==> src/rtl/sc_stream_decoder_if.sv <==
// Stream interface for the stochastic-to-binary decoder.
// Master drives samples in, slave reports window totals.
interface sc_stream_decoder_if #(
  parameter int LANES = 4,
  parameter int OUT_W = 9
);
  logic             en_in;
  logic [LANES-1:0] seq;
  logic [OUT_W-1:0] result;
  logic             en_out;
  logic             busy;

  modport master (
    output en_in,
    output seq,
    input  result,
    input  en_out,
    input  busy
  );

  modport slave (
    input  en_in,
    input  seq,
    output result,
    output en_out,
    output busy
  );
endinterface

==> src/rtl/sc_stream_decoder.sv <==
// Stochastic-to-binary decoder: popcounts LANES streams over a
// window of LEN valid samples and reports the total.
module sc_stream_decoder #(
  parameter int LANES = 4,
  parameter int LEN   = 64,
  parameter int CNT_W = 7,
  parameter int OUT_W = 9
) (
  input  logic clk,
  input  logic rst,
  sc_stream_decoder_if.slave bus
);

  localparam logic [0:0] S_IDLE = 1'b0;
  localparam logic [0:0] S_ACC  = 1'b1;

  localparam logic [CNT_W-1:0] LAST = CNT_W'(LEN - 1);

  if ((2 ** OUT_W) <= (LANES * LEN)) begin : g_bad_out_w
    $error("OUT_W too small for LANES*LEN");
  end
  if ((2 ** CNT_W) <= LEN) begin : g_bad_cnt_w
    $error("CNT_W too small to hold LEN");
  end

  logic [0:0]       r_state;
  logic [OUT_W-1:0] r_acc;
  logic [CNT_W-1:0] r_cnt;
  logic [OUT_W-1:0] r_result;
  logic             r_en_out;

  logic [LANES-1:0] w_seq;
  logic [OUT_W-1:0] w_pop;
  logic [OUT_W-1:0] w_sum;
  logic             w_last;

  // Mask seq with en_in so an idle bus value never reaches the adder.
  assign w_seq = bus.en_in ? bus.seq : '0;

  // Popcount of the current sample.
  always_comb begin
    w_pop = '0;
    for (int i = 0; i < LANES; i++) begin
      w_pop = w_pop + OUT_W'(w_seq[i]);
    end
  end

  assign w_sum  = r_acc + w_pop;
  assign w_last = bus.en_in && (r_cnt == LAST);

  // Window accumulation, close and result capture.
  always_ff @(posedge clk or posedge rst) begin
    if (rst) begin
      r_state  <= S_IDLE;
      r_acc    <= '0;
      r_cnt    <= '0;
      r_result <= '0;
      r_en_out <= 1'b0;
    end else begin
      r_en_out <= w_last;
      if (w_last) begin
        r_result <= w_sum;
        r_acc    <= '0;
        r_cnt    <= '0;
        r_state  <= S_IDLE;
      end else if (bus.en_in) begin
        r_acc    <= w_sum;
        r_cnt    <= r_cnt + CNT_W'(1);
        r_state  <= S_ACC;
      end
    end
  end

  assign bus.result = r_result;
  assign bus.en_out = r_en_out;
  assign bus.busy   = (r_state == S_ACC);

endmodule

==> src/flat_wrapper.sv <==
// flat-port wrapper written by rule: the top's interface ports become plain ports
module sc_stream_decoder_flat 
#(
  parameter int LANES = 4,
  parameter int LEN   = 64,
  parameter int CNT_W = 7,
  parameter int OUT_W = 9
)
  (clk, rst, bus_en_in, bus_seq, bus_result, bus_en_out, bus_busy);
  sc_stream_decoder_if #(.LANES(LANES), .OUT_W(OUT_W)) bus_i ();
  input  logic clk;
  input  logic rst;
  input wire logic [$bits(bus_i.en_in)-1:0] bus_en_in;
  input wire logic [$bits(bus_i.seq)-1:0] bus_seq;
  output wire logic [$bits(bus_i.result)-1:0] bus_result;
  output wire logic [$bits(bus_i.en_out)-1:0] bus_en_out;
  output wire logic [$bits(bus_i.busy)-1:0] bus_busy;
  assign bus_i.en_in = bus_en_in;
  assign bus_i.seq = bus_seq;
  assign bus_result = bus_i.result;
  assign bus_en_out = bus_i.en_out;
  assign bus_busy = bus_i.busy;
  sc_stream_decoder #(.LANES(LANES), .LEN(LEN), .CNT_W(CNT_W), .OUT_W(OUT_W)) u_core (.clk(clk), .rst(rst), .bus(bus_i));
endmodule
==> config.mk <==
export PLATFORM = sky130hd
export DESIGN_NAME = sc_stream_decoder_flat
export DESIGN_NICKNAME = d
export VERILOG_FILES = /design/src/rtl/sc_stream_decoder_if.sv /design/src/rtl/sc_stream_decoder.sv /design/src/flat_wrapper.sv
export SDC_FILE = /design/constraint.sdc
export NUM_CORES = 1
export LEC_CHECK = 0
export CORE_MARGIN = 4
export CORE_UTILIZATION = 54
export DETAILED_ROUTE_END_ITERATION = 8
export PLACE_DENSITY = 0.76
export RECOVER_POWER = 100
export SLEW_MARGIN = 20
export SYNTH_ARGS = -nofsm -noshare
export SYNTH_HDL_FRONTEND = slang
export SYNTH_SLANG_ARGS = --single-unit
==> constraint.sdc <==
create_clock -name clk -period 2.4 [get_ports clk]
set_input_delay 0.48 -clock clk [delete_from_list [all_inputs] [get_ports clk]]
set_output_delay 0.48 -clock clk [all_outputs]
set_load 0.03 [all_outputs]
==> impl_metrics.tcl, run 1 <==
set metrics [dict create \
    status "complete, but fails checks" \
    violations "setup timing" \
    wl_per_cell_um 14.4 \
    ys_types 32 \
    synth_edf_count 0 \
    num_antenna_cells 0 \
    maxCapViolCount 0 \
    finalNetCount 181 \
    clock_skew_ps 1.26 \
    ios 18 \
    finalSetupViolations 4 \
    design_area_um2 1750 \
    fillCellCount 188 \
    antenna_found_initial 0 \
    yosys-top-cells-area "dfrtp_1 49%, ha_1 5.4%, xnor2_1 5.0%" \
    via_per_inst 5.43 \
    die_w_um 58.8 \
    yosysTopAreaCellShare 0.486 \
    final_common_cell "dfrtp_1" \
    max_freq_mhz 409 \
    ys_seq_elements 27 \
    cts_buffers 3 \
    dr.pass1.iters 4 \
    h-tree-depth 1 \
    core_area_um2 2480 \
    finalMaxSlewViolations 0 \
    yosysWarningCount 0 \
    final.min_clock_period_ps 2450 \
    final_cell_mix "27 x dfrtp_1, 18 x nand2_1, 13 x inv_1" \
    yosysTopAreaCell "dfrtp_1" \
    min_path_type "input pin to flip-flop" \
    cts_tree "done" \
    async_flop_share 1.00 \
    grt_max_degree 28 \
    clk_path_buf_depth 2 \
    syn-num-nets 152 \
    slew_headroom 0.0524 \
    fin_util 0.706 \
    initial_core_util 0.562 \
    cts-root-buf "clkbuf_4" \
    synth_seq_area_share 0.486 \
    worstPathMaxFanout 3 \
    die_y_um 58.8 \
    drt_wl_total_um 2810 \
    max-vdd-ir-drop_v 0.000640 \
    tightest_slew_ps 1420 \
    timing.final.ws_setup_ps -46.1 \
    startpoint_type "input pin" \
    cts.reportedPaths.clkPinSlew_ps 140 \
    std_cell_rows 18 \
    mappedNetlistArea_um2 1390 \
    grt_overflow_total 0 \
    syn_inst 137 \
    crit_type "input pin to flip-flop" \
    post-dp-hpwl_um 2120 \
    critPathCaptureType "flip-flop" \
    antenna_left 0 \
    drtIter0Drc 22 \
    timing.final.crit_share 1.02 \
    arrival_ps 2680 \
    grt_pass1_vias 1073 \
    worstPathRequired_ps 2630 \
    hold_viol_final 0 \
    postPlaceCellArea_um2 1690 \
    synth-main-ff-cell "dfrtp_1" \
    clock_latency_ps 330 \
    area_growth_pct 25.7 \
    syn-mean-instance-area_um2 10.2 \
    power.density_nw_per_um2 788 \
    grt_usage 0.182 \
    p_leak_nw 0.844 \
    drive_gt1_frac 0.212 \
    cts.sinks 27 \
    rsz0062_at_grt "yes" \
    die-area_um2 3450 \
    grt_first_pass_wirelength_um 4660 \
    total_power_w 0.00138 \
    drc 0 \
    portBuffers 17 \
    place_congestion 0.818 \
    vias 1058 \
]
[per-layer routing]
metal  GRT usage  share of wire  wire length (µm)
met1       0.205           0.40              1110
met2       0.323           0.52              1460
met3      0.0263          0.043               120
met4       0.104          0.039               109
met5           0              0                 0
[path summary, 6_finish.rpt]
check	cells past startpoint	slack (ps)	start	end
min in group asynchronous	3	1040	rst	u_core.r_acc[5]$_DFFE_PP0P_
setup / recovery	11	-50	bus_seq[1]	u_core.bus.result[8]$_DFFE_PP0P_
setup reg to reg	8	80	u_core.r_acc[0]$_DFFE_PP0P_	u_core.bus.result[8]$_DFFE_PP0P_
hold / removal	3	470	bus_en_in	u_core.r_acc[3]$_DFFE_PP0P_
hold reg to reg	2	490	u_core.bus.result[0]$_DFFE_PP0P_	u_core.bus.result[0]$_DFFE_PP0P_
max in group asynchronous	3	540	rst	u_core.r_acc[1]$_DFFE_PP0P_
[layout make-up]
cell class                      count  area, µm²  area share
Tap cell                           30       37.5      0.0215
Clock buffer                        4       26.3      0.0150
Multi-Input combinational cell     90        703       0.402
Sequential cell                    27        676       0.386
Inverter                           15       57.6      0.0329
Timing Repair Buffer               29        249       0.142
[cells by family after synthesis]
group	count (synthesis)	share of synthesized area
AOI/OAI and AO/OA	23	0.0989
xor gates and xnor gates	10	0.0630
adders and majority gates	8	0.0827
buffers and inverters	20	0.0594
DFF	27	0.486
muxes	4	0.0306
and+or+nand+nor	45	0.180
[power by group]
group / switching, W / total, W / internal, W
clock: 0.000132 / 0.000198 / 0.0000654
combinational: 0.000273 / 0.000546 / 0.000274
sequential: 0.0000892 / 0.000635 / 0.000546
total: 0.000494 / 0.00138 / 0.000885
[flip-flops by register name, summed over array words and instances, names as in the netlist]
| signal | flops |
|---|---|
| u_core.bus.busy | 1 |
| u_core.bus.en_out | 1 |
| u_core.bus.result | 9 |
| u_core.r_acc | 9 |
| u_core.r_cnt | 7 |
[synth_stat cells, types with 3 or more instances]
library cell and number:
and2_1 4, dfrtp_1 27, ha_1 6, inv_1 14
nand2_1 18, nand3_1 5, nand4_1 3, nor2_1 6
nor2b_1 3, o21ai_0 12, o221ai_1 3, o22ai_1 3
xnor2_1 8
[stage by stage]
step | worst slack [ps] | hold slack (ps) | setup TNS (ps) | instances
floorplan | -415 | 466 | -4120 | 137
global placement | -715 | 459 | -9230 | 190
detailed placement | -855 | 465 | -11090 | 190
CTS | -77.6 | 459 | -275 | 194
global route | -87.4 | 490 | -252 | 195
finish | -46.1 | 473 | -121 | 195
[critical path: stages]
cell and delay [ps]:
buf_6 90, and2_4 150, ha_4 230, fa_1 510
ha_2 190, inv_2 40, fa_2 360, nor2b_4 190
o2111ai_4 160, xnor2_1 180, o21ai_1 90
[what timing repair did]
| item | 4_1_cts | 5_1_grt |
|---|---|---|
| resized for setup | 18 | 3 |
| pin swaps | 13 | 8 |
| buffers inserted | 0 | 1 |
| endpoints found under the setup margin | 16 | 7 |
| hold buffers | 0 | 0 |
(Power assumes the default switching activity.)
==> inputs of run 2 (changes only) <==
--- a/config.mk
+++ b/config.mk
@@ -8,8 +8,10 @@
 export CORE_MARGIN = 4
 export CORE_UTILIZATION = 54
 export DETAILED_ROUTE_END_ITERATION = 8
+export GPL_TIMING_DRIVEN = 1
 export PLACE_DENSITY = 0.76
 export RECOVER_POWER = 100
+export REMOVE_ABC_BUFFERS = 1
 export SLEW_MARGIN = 20
 export SYNTH_ARGS = -nofsm -noshare
 export SYNTH_HDL_FRONTEND = slang
==> run 2 against run 1 <==
Effect of this change: the flow now finishes without violations; cell area down 1.2%; clock skew up 2.8 ps; clock-buffer cell count down 1; maximum frequency up 2.2%; non-clock buffer count down 3; highest routed layer unchanged; critical path depth unchanged.
==> impl_metrics.tcl, run 2 (same netlist as run 1, synthesis figures left out) <==
set metrics [dict create \
    num_antenna_cells 0 \
    postPlaceCellArea_um2 1650 \
    place_congestion 0.829 \
    antenna_found_initial 0 \
    holdBufCountCts 0 \
    vias 1047 \
    die-area_um2 3450 \
    area_growth_pct 24.2 \
    clock_latency_ps 340 \
    finalMaxSlewViolations 0 \
    hold_viol_final 0 \
    die_w_um 58.8 \
    min_path_type "input pin to flip-flop" \
    clock_skew_ps 4.03 \
    timing.final.ws_setup_ps 7.50 \
    critPathMaxStageDelay_ps 490 \
    power.density_nw_per_um2 769 \
    grt_max_degree 28 \
    finalNetCount 178 \
    cts_tree "done" \
    cts.sinks 27 \
    crit_buf_inv 2 \
    fin_cells 192 \
    tightest_slew_ps 1450 \
    crit_type "input pin to flip-flop" \
    cts_buffers 3 \
    dr.pass1.iters 4 \
    p_leak_nw 0.830 \
    status "complete, no violations" \
    drc 0 \
    ff2ff_path_depth 8 \
    via_per_inst 5.45 \
    ios 18 \
    cts.reportedPaths.clkPinSlew_ps 150 \
    final_cell_mix "27 x dfrtp_1, 18 x nand2_1, 13 x inv_1" \
    slew_headroom 0.0329 \
    fillCellCount 196 \
    total_power_w 0.00133 \
    grt_pass1_vias 1053 \
    clk_path_buf_depth 2 \
    cts-root-buf "clkbuf_4" \
    wl_per_cell_um 14.9 \
    initial_core_util 0.562 \
    final_common_cell "dfrtp_1" \
    die_y_um 58.8 \
    rsz0062_at_grt "yes" \
    final.min_clock_period_ps 2390 \
    drt_wl_total_um 2860 \
    drive_gt1_frac 0.191 \
    grt_overflow_total 0 \
    grt_first_pass_wirelength_um 4850 \
    post-place-ws_ps -1030 \
    arrival_ps 2680 \
    cp_cell_sequence "buf_6 -> and2_4 -> ha_4 -> fa_1 -> ha_2 -> inv_2 -> fa_2 -> nor2b_4 -> o2111ai_4 -> xnor2_2 -> o21ai_1" \
    place_inst 187 \
    critPathSlowestCell "fa_1" \
    crit_family "adder cells" \
    drtIter0Drc 50 \
    min_delay_path_depth 3 \
    post-dp-hpwl_um 1970 \
    max_freq_mhz 418 \
    grt_usage 0.188 \
    maxCapViolCount 0 \
    portBuffers 17 \
    worstPathRequired_ps 2680 \
    path_depth 11 \
    worstPathMaxFanout 3 \
    antenna_left 0 \
    startpoint_type "input pin" \
    finalSetupViolations 0 \
    critPathCaptureType "flip-flop" \
    std_cell_rows 18 \
    h-tree-depth 1 \
    design_area_um2 1730 \
    core_area_um2 2480 \
    timing.final.crit_share 0.997 \
    max-vdd-ir-drop_v 0.000492 \
]
==> run 2: cell types whose count changed in the layout (fill, tap and decap cells not counted), sizes merged <==
cell,previous run,this run
buf,13,8
clkbuf,6,7
clkinvlp,1,2
==> run 2: worst min-delay path: stages <==
cell and delay (ps):
buf_6 80, buf_4 150, o22ai_1 90
==> run 2: layer usage <==
| metal | part of all wire | wire (µm) | vias to the layer above | track usage |
|---|---|---|---|---|
| met5 | 0 | 0 | - | 0 |
| met4 | 0.019 | 54 | 0 | 0.0906 |
| met3 | 0.039 | 111 | 8 | 0.0373 |
| met2 | 0.49 | 1390 | 23 | 0.300 |
| met1 | 0.45 | 1300 | 501 | 0.246 |
| li1 | - | - | 515 | - |
==> run 2: report_power, final <==
group	internal, W	switching [W]	total, W
clock network	0.0000640	0.000145	0.000209
registers	0.000546	0.0000854	0.000631
logic	0.000233	0.000256	0.000489
==> run 2: repair_timing <==
item                       in CTS  in global routing
setup buffers                   1                  0
pin swaps                      13                  6
setup endpoints to repair      16                  6
gates resized for setup        30                  5
==> run 2: cell type report <==
type | count | area, µm² | share of cell area
clock buffers | 3 | 22.5 | 0.0130
clock inverters | 1 | 7.51 | 0.00434
inverters | 15 | 57.6 | 0.0333
multi-input cells | 90 | 692 | 0.400
flip-flops and latches | 27 | 676 | 0.391
well taps | 30 | 37.5 | 0.0217
repair buffers | 26 | 235 | 0.136
==> run 2: final timing paths <==
| check | startpoint | end | slack (ps) |
|---|---|---|---|
| setup / recovery | bus_seq[1] | u_core.bus.result[8]$_DFFE_PP0P_ | 8 |
| setup reg to reg | u_core.r_acc[0]$_DFFE_PP0P_ | u_core.bus.result[8]$_DFFE_PP0P_ | 120 |
| hold reg to reg | u_core.bus.result[3]$_DFFE_PP0P_ | u_core.bus.result[3]$_DFFE_PP0P_ | 490 |
| hold / removal | bus_en_in | u_core.r_acc[4]$_DFFE_PP0P_ | 490 |
| min in group asynchronous | rst | u_core.r_cnt[4]$_DFFE_PP0P_ | 1050 |
| max in group asynchronous | rst | u_core.bus.result[3]$_DFFE_PP0P_ | 520 |
==> run 2: metrics by stage <==
stage | TNS (ps) | utilization | hold WS [ps]
4_1_cts | -5.22 | 0.701 | 471
3_3_place_gp | -10960 | 0.665 | 460
5_1_grt | -229 | 0.697 | 488
2_1_floorplan | -2630 | - | 466
3_5_place_dp | -12150 | 0.665 | 459
6_report | 0 | 0.697 | 490
